===== src/rtl/stopwatch_pkg.sv =====
// Shared definitions for the stopwatch run-control block: state encoding,
// default timing parameters and counter width helper.
package stopwatch_pkg;

  typedef enum logic [1:0] {
    ST_IDLE  = 2'b00,
    ST_RUN   = 2'b01,
    ST_PAUSE = 2'b10,
    ST_OVF   = 2'b11
  } sw_state_e;

  // 100 MHz clock: 1 ms tick and 10 ms debounce window
  localparam int unsigned TICK_DIV_DEF   = 100000;
  localparam int unsigned DEB_CYCLES_DEF = 1000000;

  // Bits needed to hold 0..n-1, never narrower than one bit
  function automatic int unsigned cnt_width(input int unsigned n);
    return (n < 2) ? 1 : $clog2(n);
  endfunction

endpackage


===== src/rtl/btn_debounce.sv =====
// Button conditioner: two-flop synchroniser, stability counter and a
// one-cycle press pulse on each accepted rising level.
module btn_debounce
  import stopwatch_pkg::*;
#(
  parameter int unsigned DEB_CYCLES = DEB_CYCLES_DEF
) (
  input  logic CLK,
  input  logic RESET,
  input  logic BTN_IN,
  output logic PRESS
);

  localparam int unsigned   CNT_W    = cnt_width(DEB_CYCLES);
  localparam logic [CNT_W-1:0] CNT_LAST = CNT_W'(DEB_CYCLES - 1);

  logic             sync_q1;
  logic             sync_q2;
  logic             stable_q;
  logic             press_q;
  logic [CNT_W-1:0] cnt_q;

  // Synchroniser for the asynchronous button level
  always_ff @(posedge CLK) begin
    if (RESET) begin
      sync_q1 <= 1'b0;
      sync_q2 <= 1'b0;
    end else begin
      sync_q1 <= BTN_IN;
      sync_q2 <= sync_q1;
    end
  end

  // Count how long the synchronised level has differed from the accepted one;
  // any return to the accepted level restarts the window.
  always_ff @(posedge CLK) begin
    if (RESET) begin
      cnt_q    <= '0;
      stable_q <= 1'b0;
      press_q  <= 1'b0;
    end else begin
      press_q <= 1'b0;
      if (sync_q2 == stable_q) begin
        cnt_q <= '0;
      end else if (cnt_q == CNT_LAST) begin
        cnt_q    <= '0;
        stable_q <= sync_q2;
        press_q  <= sync_q2;
      end else begin
        cnt_q <= cnt_q + CNT_W'(1);
      end
    end
  end

  assign PRESS = press_q;

endmodule


===== src/rtl/stopwatch_ctrl.sv =====
// Stopwatch run-control: debounced buttons drive an IDLE/RUN/PAUSE/OVF
// sequencer that gates the 1 ms prescaler feeding the BCD counter chain.
module stopwatch_ctrl
  import stopwatch_pkg::*;
#(
  parameter int unsigned TICK_DIV   = TICK_DIV_DEF,
  parameter int unsigned DEB_CYCLES = DEB_CYCLES_DEF
) (
  input  logic       CLK,
  input  logic       RESET,
  input  logic       BTN_START_STOP,
  input  logic       BTN_CLEAR,
  input  logic       OVF,
  output logic       TICK_MS,
  output logic       CNT_EN,
  output logic       CNT_CLR,
  output logic       RUNNING,
  output logic [1:0] STATE
);

  localparam int unsigned      PRE_W    = cnt_width(TICK_DIV);
  localparam logic [PRE_W-1:0] PRE_LAST = PRE_W'(TICK_DIV - 1);

  sw_state_e        state_q;
  sw_state_e        state_d;
  logic [PRE_W-1:0] pre_q;
  logic [PRE_W-1:0] pre_d;
  logic             clr_q;
  logic             clr_d;
  logic             running_q;
  logic             start_press;
  logic             clear_press;
  logic             tick_c;

  btn_debounce #(
    .DEB_CYCLES (DEB_CYCLES)
  ) u_deb_start (
    .CLK    (CLK),
    .RESET  (RESET),
    .BTN_IN (BTN_START_STOP),
    .PRESS  (start_press)
  );

  btn_debounce #(
    .DEB_CYCLES (DEB_CYCLES)
  ) u_deb_clear (
    .CLK    (CLK),
    .RESET  (RESET),
    .BTN_IN (BTN_CLEAR),
    .PRESS  (clear_press)
  );

  // A tick is due on the last prescaler count; an overflowing counter takes no more
  assign tick_c = (state_q == ST_RUN) && (pre_q == PRE_LAST) && !OVF;

  always_ff @(posedge CLK) begin
    if (RESET) begin
      state_q   <= ST_IDLE;
      pre_q     <= '0;
      clr_q     <= 1'b0;
      running_q <= 1'b0;
    end else begin
      state_q   <= state_d;
      pre_q     <= pre_d;
      clr_q     <= clr_d;
      running_q <= (state_d == ST_RUN);
    end
  end

  // Next state and prescaler; clear outranks overflow, which outranks start/stop
  always_comb begin
    state_d = state_q;
    pre_d   = pre_q;
    clr_d   = 1'b0;
    case (state_q)
      ST_IDLE: begin
        pre_d = '0;
        if (clear_press) begin
          clr_d = 1'b1;
        end else if (start_press) begin
          state_d = ST_RUN;
        end
      end
      ST_RUN: begin
        if (clear_press) begin
          clr_d = 1'b1;
          pre_d = '0;
        end else if (OVF) begin
          state_d = ST_OVF;
          pre_d   = '0;
        end else begin
          // The prescaler still advances on the edge that leaves for PAUSE
          pre_d = (pre_q == PRE_LAST) ? '0 : pre_q + PRE_W'(1);
          if (start_press) begin
            state_d = ST_PAUSE;
          end
        end
      end
      ST_PAUSE: begin
        if (clear_press) begin
          state_d = ST_IDLE;
          clr_d   = 1'b1;
          pre_d   = '0;
        end else if (start_press) begin
          state_d = ST_RUN;
        end
      end
      ST_OVF: begin
        pre_d = '0;
        if (clear_press) begin
          state_d = ST_IDLE;
          clr_d   = 1'b1;
        end
      end
      default: begin
        state_d = ST_IDLE;
        pre_d   = '0;
      end
    endcase
  end

  assign TICK_MS = tick_c;
  assign CNT_EN  = tick_c;
  assign CNT_CLR = clr_q;
  assign RUNNING = running_q;
  assign STATE   = state_q;

endmodule


===== config.mk =====
export PLATFORM = sky130hd
export DESIGN_NAME = stopwatch_ctrl
export DESIGN_NICKNAME = d
export VERILOG_FILES = /design/src/rtl/stopwatch_pkg.sv /design/src/rtl/btn_debounce.sv /design/src/rtl/stopwatch_ctrl.sv
export SDC_FILE = /design/constraint.sdc
export NUM_CORES = 1
export LEC_CHECK = 0
export BUFFER_PORTS_ARGS = -buffer_cell sky130_fd_sc_hd__buf_2
export CAP_MARGIN = 20
export CORE_MARGIN = 2
export CORE_UTILIZATION = 40
export DETAILED_ROUTE_END_ITERATION = 12
export PLACE_DENSITY_LB_ADDON = 0.25
export SYNTH_ARGS = -nofsm -noshare
export SYNTH_HDL_FRONTEND = slang
export SYNTH_SLANG_ARGS = --single-unit
export TNS_END_PERCENT = 1

===== constraint.sdc =====
create_clock -name CLK -period 2.65 [get_ports CLK]
set_input_delay 0.3975 -clock CLK [delete_from_list [all_inputs] [get_ports CLK]]
set_output_delay 0.3975 -clock CLK [all_outputs]
set_load 0.05 [all_outputs]

==> Yosys cells after proc, flatten, opt, wreduce, memory -nomap -nowiden <==
Index checks and enable logic that the tools add are counted.
{ "classes": {"addsub": 3, "n_eq_ne": 10, "n_mux": 15, "n_bitwise": 4, "n_reduce_logical": 12} }
{ "op_table": {"columns": ["cell", "n"], "rows": [
  ["$mux 17", 4],
  ["$pmux 17 s3", 1],
  ["$add 20x1->20 const B", 2],
  ["$eq 20x20->1 const B", 2],
  ["$add 17x1->17 const B", 1],
  ["$eq 17x17->1 const B", 1],
  ["$mux 2", 7],
  ["$reduce_or 3->1", 4],
  ["$pmux 2 s4", 1],
  ["$eq 2x1->1 const B", 2],
  ["$eq 2x2->1 const B", 2],
  ["$not 1->1", 4],
  ["$reduce_and 2->1", 2],
  ["$reduce_or 4->1", 1],
  ["$eq 1x1->1", 2],
  ["$logic_and 1x1->1", 2],
  ["$logic_not 2->1", 1],
  ["$mux 1", 2],
  ["$ne 2x1->1 const B", 1],
  ["$reduce_or 2->1", 1],
  ["$logic_not 1->1", 1]
]} }
{ "word_totals": {"reg_bits": 69, "word_cells": 58} }

==> Logic depth before layout (Yosys ltp) <==
Gate-level depths: netlist (run 1).
{ "logic_depth": {"ltp_word": 5, "ltp_mapped": 7} }

==> Hierarchy <==
A second synthesis (run 1) with hierarchy kept.
{ "unflattened": {"cells_unflattened": 388, "area_unflattened_um2": 3331.9} }
{ "by_module_without_submodules": {"columns": ["module", "n_inst", "cells_each", "area_each_um2"], "rows": [
  ["btn_debounce", 2, 123, 1079.8],
  ["stopwatch_ctrl", 1, 142, 1172.4]
]} }

==> Worst setup path after synthesis (run 1) <==
Ideal clock, no wire load.
{ "synth_timing": {"path_kind": "flip-flop to output port", "from": "register pre_q[0]", "to": "output port TICK_MS", "t_arrival_ps": 2156, "required_ps": 2253, "setup_slack_ps": 96, "path_stages_with_launch": 7, "n_path_buf": 2, "path_cell_list": "dfxtp_1 -> ha_1 -> nand4_1 -> nand4b_1 -> clkbuf_1 -> nor2_1 -> buf_4"} }
{ "synth_via": {"elab_chain_len": 3} }
{ "synth_lines": {"columns": ["item", "line_no", "source"], "rows": [
  ["from (decl)", "stopwatch_ctrl.sv:26", "logic [PRE_W-1:0] pre_q;"],
  ["from (signal assigned)", "stopwatch_ctrl.sv:64", "pre_q <= pre_d;"],
  ["$eq 17x17->1", "stopwatch_ctrl.sv:54", "assign tick_c = (state_q == ST_RUN) && (pre_q == PRE_LAST) && !OVF;"],
  ["$logic_and 1x1->1 (2 in a row)", "stopwatch_ctrl.sv:54", null],
  ["to (decl)", "stopwatch_ctrl.sv:14", "output logic TICK_MS,"]
]} }
No other way between the ends.

==> Worst setup path after layout (run 1) <==
{ "layout_timing": {"from": "register pre_q[0]", "to": "output port CNT_EN"} }
{ "layout_via": {"elab_chain_len": 3} }
{ "layout_lines": {"columns": ["item", "line_no", "source"], "rows": [
  ["$eq 17x17->1", "stopwatch_ctrl.sv:54", null],
  ["$logic_and 1x1->1 (2 in a row)", "stopwatch_ctrl.sv:54", null],
  ["to (decl)", "stopwatch_ctrl.sv:15", "output logic CNT_EN,"]
]} }
No other way between the ends.

==> results of run 1 <==
==> worst min path at each step <==
stage	endpoint	slack [ns]
floorplan	u_deb_clear.sync_q2	0.41
global placement	u_deb_clear.sync_q2	0.42
detailed placement	u_deb_clear.sync_q2	0.43
CTS	u_deb_start.sync_q1	0.25
global route	u_deb_start.sync_q1	0.28
finish	u_deb_start.sync_q1	0.27
==> registers in the layout (all words and copies together) (netlist names), 2 cells and up <==
name / cells
u_deb_start.cnt_q: 20
pre_q: 17
STATE: 2
u_deb_clear.cnt_q: 20
==> layout make-up <==
cell class,count,area [sq um]
inverter,12,45.0
multi-input combinational,272,1710
clock inverter,5,50.0
tap,102,128
fill,750,4200
sequential,69,1380
timing repair buffer,14,80.1
clock buffer,11,141
==> cell families (layout without fill, tap and decap cells) <==
| family | Yosys count | in the layout | share of synthesized area, % |
|---|---|---|---|
| AOI/OAI and AO/OA | 52 | 52 | 10.6 |
| xor gates and xnor gates | 34 | 34 | 9.34 |
| adders and majority gates | 3 | 3 | 1.18 |
| buffers and inverters | 22 | 42 | 3.18 |
| DFF | 69 | 69 | 43.3 |
| muxes | 2 | 2 | 0.628 |
| and+or+nand+nor | 181 | 181 | 31.8 |
==> per-stage QoR <==
step,power [uW],hold WS (ns),cells
3_3_place_gp,1090,0.421,469
4_1_cts,1920,0.254,485
3_5_place_dp,1090,0.431,469
6_report,1890,0.274,485
5_1_grt,1960,0.275,485
2_1_floorplan,1080,0.414,363
==> routing by layer <==
layer	GRT usage, %	up-vias	share of wire [%]
li1	-	1349	-
met1	18.7	1191	50
met2	24.0	40	46
met3	4.75	5	3.6
met4	5.15	0	0.90
met5	0	-	0
==> report_power, final <==
part           internal (uW)  switching, uW
registers               1040           2.51
clock network            454            373
logic                   6.82           13.0
==> cells in the mapped netlist (all sizes together) (2+ instances only) <==
master  count
a211oi      2
a21oi      18
a31o        2
a31oi       4
and3        5
and4        5
buf         3
clkbuf      7
dfxtp      69
ha          3
inv        12
mux2i       2
nand2      19
nand2b      4
nand3      19
nand4      15
nor2       46
nor2b       9
nor3        8
nor3b       2
nor4       13
nor4b       4
nor4bb      2
o211ai      3
o21ai      13
o31ai       4
or2         2
or3        10
or3b        2
or4         8
or4b        4
xnor2      24
xor2       10
==> out/metrics.cfg, run 1 <==
[yosys]
syn_avg_cell_area_sq_um = 8.79
syn_nets = 371
syn_area_sq_um = 3190
postSynthCellCount = 363
synth.top_cell.area_share_pct = 43.3
yosysUniqueCellTypes = 47
netlist.top_cell.by_area = dfxtp_1
synth-seq-cells = 69
ys_top_cells_by_area = dfxtp_1 (43%), xnor2_1 (6.6%), nor2_1 (5.4%)
ys_seq_area_share_pct = 43.3
synth_warnings = 0
async_flop_share_pct = 0
synthFlopType = dfxtp_1
synth_edf_count = 0

[drt]
wl_mm = 6.01
drtIter0Drc = 135
drc = 0
drt_pass1_iterations = 7
dr_total_vias = 2585
wl_per_cell_um = 12.4
ant_nets = 0
via_per_inst = 5.33

[cts]
clock_latency_ns = 0.33
cts_root_buf = clkbuf_8
clkSinkCount = 69
clkTransAtPathRegs_ns = 0.07
cts_tree = done
numCtsBuffers = 9
post_cts_resized = 0
htreeDepth = 3
cts_setup_buffers = 0
cts_buffer_depth = 2
cts_hold_buf = 0

[min_path]
hold_path.class = input port to register
hold_depth = 2
worst_hold_startpoint = BTN_START_STOP

[timing]
slew_viol_final = 0
relSlewSlack_pct = 52.5
finalHoldViolCount = 0
clock_skew_ns = 0.00796
fin_tns_setup_ns = 0
post-route-worst-setup-slack_ns = 0.443
worst_pin_slew_ns = 0.703
min_period_ns = 2.21
clock.fmax_mhz = 453
setup_violations = 0
fin_crit_sh_pct = 83.3
rsz0062_at_grt = false

[floorplan]
die-area_sq_um = 8700
ioPinCount = 11
start_util_pct = 41.3
core_sq_um = 7730
rows = 32
die_w_um = 93.3
die_y_um = 93.3

[critical_path]
path_buf_inv = 1
crit_cells = 5
cp_max_fo = 5
rrSetupSlack_ns = 0.49
ff2ff_path_depth = 4
crit_family = simple AND/OR/NAND/NOR gates
worstSetupEndpointType = primary output
cpPeakStageDelay_ns = 0.38
crit_path_end = CNT_EN
crit_type = register to primary output
worstPathRequired_ns = 2.25
path_cells = ha_1 > nand4_1 > nand4b_1 > nor2_1 > buf_2
start_kind = register
rr_startpoint = u_deb_start.cnt_q[14]
worstPathArrival_ns = 1.81
crit_slowest_cell = dfxtp_1
reg2reg_to = u_deb_start.cnt_q[7]
crit_start = pre_q[0]

[layout]
utilization_pct = 45.7
final_cell_mix = dfxtp_1 (69), nor2_1 (46), xnor2_1 (24)
drive_gt1_share_pct = 10.7
final_common_cell = dfxtp_1
diodes = 0
layout.nets = 386
area_growth_pct = 10.7
finish.instance_area_sq_um = 3530

[power_and_ir_drop]
p_leak_uw = 0.00104
max-vdd-ir-drop_mv = 0.339
p_per_area_nw_per_um2 = 535

[placed_design]
place_congestion = 0.800
dpl_worst_slack_ns = 0.492
dp_hpwl_mm = 4.26
portBuffers = 10
postPlaceCellArea_sq_um = 3340

[run]
max_cap_viol_count = 0

[grt]
grt_pass1_wl_mm = 10.5
antenna_found_initial = 0
overflow = 0
grt_pass1_vias = 2404
grt.total_usage_pct = 14.8
grt_max_degree = 23

[status]
status = finished, final reports clean

Note: power is estimated with default switching activity, not from simulation.
==> run 2: changes to the inputs <==
==> constraint.sdc (replaced) <==
create_clock -name CLK -period 2.2 [get_ports CLK]
set_input_delay 0.33 -clock CLK [delete_from_list [all_inputs] [get_ports CLK]]
set_output_delay 0.33 -clock CLK [all_outputs]
set_load 0.05 [all_outputs]
==> out/metrics.cfg, run 2 (same netlist as run 1, synthesis figures left out) <==
[timing]
slew_viol_final = 0
finalHoldViolCount = 0
relSlewSlack_pct = 54.1
clock_skew_ns = 0.00905
min_period_ns = 2.06
worst_pin_slew_ns = 0.678
fin_crit_sh_pct = 93.8
clock.fmax_mhz = 485
fin_tns_setup_ns = 0
rsz0062_at_grt = false
setup_violations = 0

[critical_path]
worstPathRequired_ns = 1.87
worstSetupEndpointType = primary output
worstPathArrival_ns = 1.73
start_kind = register
cp_max_fo = 5
crit_type = register to primary output

[drt]
drc = 0
wl_per_cell_um = 12.4
dr_total_vias = 2654
wl_mm = 6.16
drt_pass1_iterations = 4
via_per_inst = 5.34
drtIter0Drc = 107
ant_nets = 0

[layout]
fillers = 758
drive_gt1_share_pct = 14.7
instances_no_fill = 497
finish.instance_area_sq_um = 3710
diodes = 0
layout.nets = 398
multi_input_area_sq_um = 1720
final_cell_mix = dfxtp_1 (67), nor2_1 (45), xnor2_1 (24)
area_growth_pct = 16.5
regArea_sq_um = 1380
largestRegisters = u_deb_clear.cnt_q x20, u_deb_start.cnt_q x20, pre_q x17
final_common_cell = dfxtp_1

[power_and_ir_drop]
p_leak_uw = 0.00111
p_sw_share_pct = 20.6
p_int_uw = 2020
p_clk_share_pct = 49.6
power_switching_uw = 524
max-vdd-ir-drop_mv = 0.366
p_per_area_nw_per_um2 = 686
power_frac_seq_pct = 49.3
comb_power_share_pct = 1.2

[floorplan]
die-area_sq_um = 8700
start_util_pct = 41.3
rows = 32
die_w_um = 93.3
die_y_um = 93.3
core_sq_um = 7730
ioPinCount = 11

[cts]
clkTransAtPathRegs_ns = 0.08
numCtsBuffers = 9
clkSinkCount = 69
cts_buffer_depth = 2
cts_tree = done
cts_hold_buf = 0
cts_root_buf = clkbuf_8
clock_latency_ns = 0.35
htreeDepth = 3

[placed_design]
placed_cells = 479
place_congestion = 0.862
portBuffers = 10
postPlaceCellArea_sq_um = 3440
dp_hpwl_mm = 4.32

[min_path]
hold_path.class = input port to register

[grt]
grt_use_met3_pct = 4.11
grt-busiest-layer = met2
grt_pass1_vias = 2442
overflow = 0
grt_pass1_wl_mm = 10.8
grt_util_met2_pct = 23.4
use_met1_pct = 20.7
grt.total_usage_pct = 15.5
grt_max_degree = 20
antenna_found_initial = 0

[status]
status = finished, final reports clean

[run]
max_cap_viol_count = 0

[run 2: changes by cell type in the layout (fill, tap and decap cells not counted), sizes merged]
| cell | before | now |
|---|---|---|
| buf | 14 | 26 |
| bufinv | 1 | 3 |
| clkbuf | 11 | 9 |
| clkinv | 4 | 1 |
| clkinvlp | 0 | 2 |
| inv | 12 | 13 |
[run 2: repair_timing]
action	in CTS	in global routing
endpoints found under the setup margin	2	2
gates resized for setup	4	3
setup buffers	1	1
pin swaps	0	0
[run 2: layout make-up]
class                      instances  share of cell area [%]
timing repair buffer              26                    5.25
inverter                          12                    1.21
sequential                        69                    37.3
clock buffer                       9                    3.33
multi-input combinational        272                    46.2
clock inverter                     7                    3.30
tap                              102                    3.44
[run 2: worst paths after layout]
kind / start / endpoint / slack (ns) / cells after the start
max: pre_q[0] / CNT_EN / 0.14 / 6
min: BTN_CLEAR / u_deb_clear.sync_q1 / 0.22 / 2
max reg2reg: u_deb_start.cnt_q[0] / u_deb_start.cnt_q[18] / 0.21 / 5
min reg2reg: u_deb_start.sync_q1 / u_deb_start.sync_q2 / 0.44 / 1
[run 2: metrics by stage]
stage                     util (%)  worst slack [ns]  total power [uW]  hold WS, ns
after floorplan                  -             0.149              1300        0.414
after global placement        44.5             0.254              1310        0.418
after detailed placement      44.5             0.238              1310        0.427
after CTS                     47.9            0.0176              2590        0.208
after global routing          48.1           0.00247              2650        0.211
final                         48.1             0.136              2550        0.222
[run 2: layer usage]
layer  vias up  share of wire [%]
met5         -                  0
met4         0                1.7
met3        11                3.1
met2        35                 45
met1      1233                 50
li1       1375                  -
[run 2: worst max-delay path, stage by stage, from the launching register on]
cell      delay, ns
dfxtp_2        0.37
ha_2           0.21
nand4_1        0.13
nand4b_1       0.23
buf_4          0.19
nor2_4         0.10
buf_6          0.17
[run 2: power by group through the flow]
stage	Combinational [uW]	Sequential, uW	Clock [uW]
detailed placement	29.8	1280	0
finish	29.5	1260	1260
global route	33.2	1260	1360
floorplan	17.8	1280	0
CTS	30.1	1260	1310
global placement	29.3	1280	0
